<file path="config.mk">
export PLATFORM = sky130hd
export DESIGN_NAME = fetch_prefetch_unit
export DESIGN_NICKNAME = d
export VERILOG_FILES = /design/src/rtl/fetch_prefetch_unit.sv
export SDC_FILE = /design/constraint.sdc
export NUM_CORES = 1
export LEC_CHECK = 0
export ABC_AREA = 1
export CELL_PAD_IN_SITES_DETAIL_PLACEMENT = 0
export CELL_PAD_IN_SITES_GLOBAL_PLACEMENT = 1
export CORE_AREA = 2 2 183 185
export CTS_CLUSTER_DIAMETER = 80
export DETAILED_ROUTE_END_ITERATION = 8
export DIE_AREA = 0 0 185 187
export GPL_TIMING_DRIVEN = 0
export PLACE_DENSITY_LB_ADDON = 0.1
export SLEW_MARGIN = 20
export SYNTH_ARGS = -nofsm -noshare
export SYNTH_HDL_FRONTEND = slang
export SYNTH_SLANG_ARGS = --single-unit
</file>
<file path="constraint.sdc">
create_clock -name clk -period 4.9 [get_ports clk]
set_input_delay 0.735 -clock clk [delete_from_list [all_inputs] [get_ports clk]]
set_output_delay 0.735 -clock clk [all_outputs]
set_load 0.03 [all_outputs]
</file>
<file path="src/rtl/fetch_prefetch_unit.sv">
// Instruction-fetch stage with a circular prefetch queue feeding decode.
// Each entry holds a fetched word and its PC+step. A decode-stage redirect flushes the queue.
module fetch_prefetch_unit #(
    parameter int unsigned     XLEN     = 32,
    parameter int unsigned     DEPTH    = 4,
    parameter logic [XLEN-1:0] RESET_PC = '0,
    parameter logic [XLEN-1:0] PC_STEP  = XLEN'(1)
) (
    input  logic                       clk,
    input  logic                       reset,
    output logic                       imem_req,
    output logic [XLEN-1:0]            imem_addr,
    input  logic                       imem_gnt,
    input  logic [XLEN-1:0]            imem_rdata,
    input  logic                       stall_d,
    input  logic                       redirect_valid,
    input  logic [XLEN-1:0]            redirect_pc,
    output logic                       instr_valid,
    output logic [XLEN-1:0]            instr_out,
    output logic [XLEN-1:0]            pc_plus_out,
    output logic [$clog2(DEPTH+1)-1:0] count
);

    localparam int unsigned PTR_W = $clog2(DEPTH);
    localparam int unsigned CNT_W = $clog2(DEPTH + 1);

    logic [XLEN-1:0]  fetch_pc_q, fetch_pc_d;
    logic [PTR_W-1:0] rd_ptr_q, rd_ptr_d;
    logic [PTR_W-1:0] wr_ptr_q, wr_ptr_d;
    logic [CNT_W-1:0] count_q, count_d;
    logic [XLEN-1:0]  instr_q [DEPTH];
    logic [XLEN-1:0]  pcp_q   [DEPTH];

    logic             full;
    logic             pop;
    logic             push;
    logic [XLEN-1:0]  pc_next;

    // Request/handshake decode; the request is gated by reset so nothing is issued while held.
    always_comb begin
        full        = (count_q == CNT_W'(DEPTH));
        instr_valid = (count_q != '0);
        pop         = instr_valid & ~stall_d;
        imem_req    = reset & ~redirect_valid & (~full | pop);
        push        = imem_req & imem_gnt;
        pc_next     = fetch_pc_q + PC_STEP;
        imem_addr   = fetch_pc_q;
        count       = count_q;
        instr_out   = instr_valid ? instr_q[rd_ptr_q] : '0;
        pc_plus_out = instr_valid ? pcp_q[rd_ptr_q]   : '0;
    end

    // Next-state: a redirect overrides any push/pop bookkeeping.
    always_comb begin
        fetch_pc_d = fetch_pc_q;
        rd_ptr_d   = rd_ptr_q;
        wr_ptr_d   = wr_ptr_q;
        count_d    = count_q;
        if (redirect_valid) begin
            fetch_pc_d = redirect_pc;
            rd_ptr_d   = '0;
            wr_ptr_d   = '0;
            count_d    = '0;
        end else begin
            if (push) begin
                wr_ptr_d   = wr_ptr_q + PTR_W'(1);
                fetch_pc_d = pc_next;
            end
            if (pop) begin
                rd_ptr_d = rd_ptr_q + PTR_W'(1);
            end
            case ({push, pop})
                2'b10:   count_d = count_q + CNT_W'(1);
                2'b01:   count_d = count_q - CNT_W'(1);
                default: count_d = count_q;
            endcase
        end
    end

    always_ff @(posedge clk or negedge reset) begin
        if (!reset) begin
            fetch_pc_q <= RESET_PC;
            rd_ptr_q   <= '0;
            wr_ptr_q   <= '0;
            count_q    <= '0;
        end else begin
            fetch_pc_q <= fetch_pc_d;
            rd_ptr_q   <= rd_ptr_d;
            wr_ptr_q   <= wr_ptr_d;
            count_q    <= count_d;
        end
    end

    // Queue storage; contents are only visible through the valid-gated head outputs.
    always_ff @(posedge clk or negedge reset) begin
        if (!reset) begin
            for (int i = 0; i < int'(DEPTH); i++) begin
                instr_q[i] <= '0;
                pcp_q[i]   <= '0;
            end
        end else if (push) begin
            instr_q[wr_ptr_q] <= imem_rdata;
            pcp_q[wr_ptr_q]   <= pc_next;
        end
    end

endmodule

</file>
==> impl_metrics.ini <==
[sta]
skew_ps = 21.2
slew_headroom_pct = 45.2
period_needed_ps = 4050
max_slew.worst_pin.slew_ps = 822
hold_violations = 0
worst_slack_ps = 854
fmax_ghz = 0.247
fin_crit_sh_pct = 82.6
setup_viol = 0
drv_slew = 0
rsz0062_at_grt = no

[global_routing]
grt-ovfl-total = 0
antenna_found_initial = 1
busiest_layer = met2
grtUsageMet1_pct = 37.0
grtUsageMet3_pct = 3.00
grt_pass1_vias = 13310
grt_use_total_pct = 26.7
grt_pass1_wl_um = 72500
grt_max_degree = 95
grt_util_met2_pct = 44.6

[die]
die-area_um2 = 34600
ios = 170
coreArea_um2 = 32900
num_rows = 67
initial_core_util_pct = 44.2
die_h_um = 187
die_x_um = 185

[setup_path]
end_kind = primary output
worstReg2RegStart = imem_addr[0]$_DFFE_PN0P_
critPathMostFrequentCell = buf_2
critical_path_class = reg2out
crit_start = rd_ptr_q[0]$_DFFE_PN0P_
critPathTopFamily = buffers and inverters
crit_arrival_ps = 3310
path_cells = inv_2, buf_2, buf_2, clkbuf_1, o21ai_0, a21oi_1, clkdlybuf4s50_1
crit_required_ps = 4160
slowest_stage = clkdlybuf4s50_1
cp_max_fo = 10
cp-start-kind = flip-flop
crit_buf_inv = 5
slowest_delay_ps = 710

[min_path]
hold_path.class = in2async

[logic_synthesis]
syn_inst = 1925
synthesis.nets = 2000
synth_area_um2 = 14500
yosysSeqAreaShare_pct = 50.8
synthArstFlopShare_pct = 100
synth_edf_count = 0
yosysUniqueCellTypes = 32
avgSynthCellArea_um2 = 7.55
synthFlopType = dfrtp_1
ys_seq_elements = 295
yosysWarnings = 0

[drt]
drtAntennaViolNets = 0
viasPerCell = 5.11
drt_iter0_markers = 983
drc_errors = 0
drtPass1Iterations = 5
wirelength_um = 45400
vias = 13309
wire_per_inst_um = 17.5

[placed_design]
post-place-ws_ps = 1390
gp_congestion = 0.945
numPortBuffers = 168
dp_cells = 2545
placed_cell_area_um2 = 16900
dpl.hpwl_um = 32400

[outcome]
status = finished, final reports clean

[final_layout]
drive_above_1_share_pct = 7.01
fin_nets = 2208
nFillCells = 3229
multi_input_area_um2 = 6120
finalInstanceArea_um2 = 18000
area_growth_pct = 23.9
fin_cells = 2603
n_antenna_cell = 0
regArea_um2 = 7380

[power_and_ir_drop]
seqPwrFrac_pct = 41.8
leakagePower_nw = 8.55
swShare_pct = 31.9
power_density_nw_per_um2 = 419
power_w = 0.00754
p_sw_w = 0.00241
power.internal_w = 0.00513
ir_drop_mv = 0.198
combPwrFrac_pct = 24.1
clkPwrFrac_pct = 34.1

[cts]
cts_tree = yes
hold_buffers = 0
cts.reportedPaths.clkPinSlew_ps = 70
htreeDepth = 2
cts_sinks = 295
numCtsBuffers = 34
postCtsSetupRepairBufs = 0
clockBufferDepth = 3
clock_latency_ps = 520
ctsResizeCount = 0
cts-root-buf = clkbuf_16

[job]
maxCapViolations = 0
-- worst paths after layout --
check | endpoint | slack [ps] | cells past startpoint
worst max-delay path | pc_plus_out[23] | 850 | 7
max in group asynchronous | pcp_q[120]$_DFFE_PN0P_ | 3640 | 3
worst max register to register | pcp_q[122]$_DFFE_PN0P_ | 2430 | 10
worst min-delay path | instr_q[89]$_DFFE_PN0P_ | 70 | 1
worst min register to register | pcp_q[79]$_DFFE_PN0P_ | 470 | 2
min in group clk | pcp_q[79]$_DFFE_PN0P_ | 470 | 2
-- layer usage --
layer	wire length (µm)	vias to the layer above	share of wire (%)
li1	-	6479	-
met1	20500	6382	45
met2	21600	382	47
met3	2260	66	5.0
met4	1110	0	2.4
met5	0	-	0
-- flip-flops by register name, summed over array words and instances (netlist names) --
register / count
instr_q: 128
pcp_q: 128
imem_addr: 32
count: 3
rd_ptr_q: 2
wr_ptr_q: 2
-- synthesized netlist by cell type, types with 2 or more instances --
cell type,count,area (µm²)
nand2_2,4,25.0
a21oi_1,84,420
nand3b_1,2,15.0
ha_1,5,62.6
nor2_2,4,25.0
xnor2_1,2,17.5
buf_1,12,45.0
o211ai_1,3,22.5
xor2_1,6,52.6
clkbuf_1,37,139
buf_2,38,190
xor2_2,4,65.1
xnor2_2,2,32.5
nand3_1,31,155
nor2_4,8,90.1
nand2_1,660,2480
nor2_1,265,995
nand3_2,3,30.0
inv_1,110,413
o21ai_1,77,385
dfrtp_1,295,7380
o21ai_0,233,1170
buf_6,7,78.8
buf_4,17,128
nand4_1,4,25.0
inv_2,6,22.5
-- through the flow --
| stage | hold WS, ps | setup TNS (ps) | util, % |
|---|---|---|---|
| after floorplan | 439 | 0 | - |
| after global placement | 456 | -5639880 | 51.0 |
| after detailed placement | 460 | 0 | 51.3 |
| after CTS | 62.0 | 0 | 54.8 |
| after global routing | 66.8 | 0 | 54.8 |
| final | 65.6 | 0 | 54.8 |
-- power by group through the flow --
stage                     registers (W)  clock network, W  logic (W)
after global routing            0.00320           0.00272    0.00204
final                           0.00315           0.00257    0.00182
after global placement          0.00318                 0    0.00177
after detailed placement        0.00318                 0    0.00181
after CTS                       0.00314           0.00261    0.00182
after floorplan                 0.00318                 0    0.00108
-- kinds of logic (layout without fill, tap and decap cells) --
logic type,Yosys count,after routing,synth area share (%)
adders and majority gates,6,6,0.569
buffers and inverters,229,459,7.06
and+or+nand+nor,983,983,26.6
AOI/OAI and AO/OA,398,398,13.8
xor gates and xnor gates,14,14,1.15
DFF,295,295,50.8
-- area by class of cell --
class / instances / area share [%]
plain buffers: 111 / 3.23
flip-flops and latches: 295 / 41.0
well taps: 448 / 3.12
repair buffers: 172 / 9.92
inverters: 118 / 2.48
multi-input cells: 1401 / 34.0
clock inverters: 9 / 0.668
clock buffers: 49 / 5.56
-- cells in the final DEF, fill, tap and decap left out, types with 3 or more instances in the layout --
cell,Yosys,layout
buf_4,17,17
ha_1,5,5
a21oi_1,84,84
xor2_1,6,6
o21ai_0,233,233
nand2_2,4,4
nand3_2,3,3
dfrtp_1,295,295
bufinv_16,0,3
nand3_1,31,31
buf_1,12,12
nand2_1,660,660
o211ai_1,3,3
buf_2,38,38
nor2_4,8,8
nand4_1,4,4
nor2_2,4,5
clkinv_2,0,6
clkbuf_16,0,37
nor2_1,265,264
xor2_2,4,4
o21ai_1,77,77
clkbuf_8,0,3
inv_1,110,110
inv_2,6,6
buf_6,7,7
clkbuf_1,37,46
buf_16,0,3
clkdlybuf4s50_1,0,167
-- worst reg2reg max path, stage by stage (launching register included) --
cell     delay, ps
dfrtp_1        620
ha_1           390
nand3_2        220
nor2_4         250
nand2_2        130
inv_1          250
nand2_1         90
nand2_1         70
nand2_1        160
nand2_1        110
nand2_1         50
(Power assumes the default switching activity.)
==> RTL change: new RTL, same flow settings <==
`XLEN`: 32 -> 36.
--- a/src/rtl/fetch_prefetch_unit.sv
+++ b/src/rtl/fetch_prefetch_unit.sv
@@ -1,7 +1,7 @@
 // Instruction-fetch stage with a circular prefetch queue feeding decode.
 // Each entry holds a fetched word and its PC+step. A decode-stage redirect flushes the queue.
 module fetch_prefetch_unit #(
-    parameter int unsigned     XLEN     = 32,
+    parameter int unsigned     XLEN     = 36,
     parameter int unsigned     DEPTH    = 4,
     parameter logic [XLEN-1:0] RESET_PC = '0,
     parameter logic [XLEN-1:0] PC_STEP  = XLEN'(1)
Interface: changed (5 resized); port bits go from 170 to 190. The function was not compared with the original's and may differ.
==> RTL change against the unedited design <==
  * Via count grew 13%
  * Cell count grew 7.3%
  * Highest routed layer unchanged
  * Routed wire length grew 14%
  * Sequential cell count grew 36
  * Count of clock-buffer cells in the layout grew 8
  * Final area grew 11%
  * Worst setup slack gained 0.068 ns
  * Power grew 19%
  * Largest power group unchanged
  * Synthesized area grew 11%
==> RTL change: results (changes against the unedited design) <==
commonest cells in the netlist nand2_1, o21ai_0, dfrtp_1, nor2_1, inv_1; Cells after Synth 2086 (+8.4%); met2 WL 23900 um (+11%); Max IR drop VDD 0.209 mV (+5.8%); met3 wire length 3790 um (+68%); Metal-1 WL 22300 um (+8.7%); normalized max-slew margin 0.486 (+0.0336); Initial DRC Count 1372 (+40%); Buffers on Ports 189 (+13%); dpl cells 2726 (+7.1%); CTS buffer count 38 (+12%); Pwr Total 0.00894 W (+19%); nets 2401 (+8.7%); final std cells w/o fill 2794 (+7.3%); largest cells by area after synthesis dfrtp_1, nand2_1, o21ai_0, nor2_1, a21oi_1; minimum clock period 3.98 ns (-0.0685 ns); Total Routed Length 52000 um (+14%); initial antenna violation count 0 (-1); CP endpoint pc_plus_out[26]; synthesized net count 2169 (+8.5%); gpl congestion 0.895 (-5.3%); Reg power frac 0.402 (-0.016); Yosys cell types 35 (+9.4%); worst clock skew 0.0144 ns (-0.00673 ns); GR Util met1 0.416 (+0.0461); DPL Wire Length 36200 um (+12%); DP Area 0.0186 mm^2 (+10%); DP Worst Slack 1.33 ns (-0.0648 ns); hold_ws 0.208 ns (+0.142 ns); layout cell share with drive strength beyond 1 0.0720 (+0.00197); FF-to-FF End count[2]$_DFFE_PN0P_; FF-to-FF path depth 13 (+3); status complete, no violations; first drt pass iteration count 6 (+1); reg-to-reg startpoint count[0]$_DFFE_PN0P_; Seq/Total Area, Yosys 0.516 (+0.00731); reg-to-reg setup timing slack 2.41 ns (-0.02 ns); first-pass GRT wire length 81100 um (+12%); Clock power frac 0.322 (-0.019)
RTL change: cell types whose count changed after synthesis, sizes merged, moves of 6 or more:
| cell | unedited run | this run |
|---|---|---|
| o21ai | 310 | 375 |
| o21bai | 1 | 7 |
| nor2 | 277 | 318 |
| xor2 | 10 | 19 |
| dfrtp | 295 | 331 |
| clkbuf | 37 | 47 |
| nand2 | 664 | 645 |
RTL change: kinds of logic after synthesis:
family	share of synthesized area
fa+ha+maj	0.00514
mux	0.000623
compound gates	0.150
buf+inv	0.0618
flops	0.516
simple gates	0.250
xor+xnor	0.0164
RTL change: area by class of cell:
class / instances / area (um^2)
Clock inverter: 11 / 83.8
Buffer: 123 / 554
Multi-Input combinational cell: 1516 / 6790
Clock buffer: 57 / 1200
Fill cell: 3115 / 13000
Sequential cell: 331 / 8280
Inverter: 116 / 438
Timing Repair Buffer: 192 / 1980
Tap cell: 448 / 561
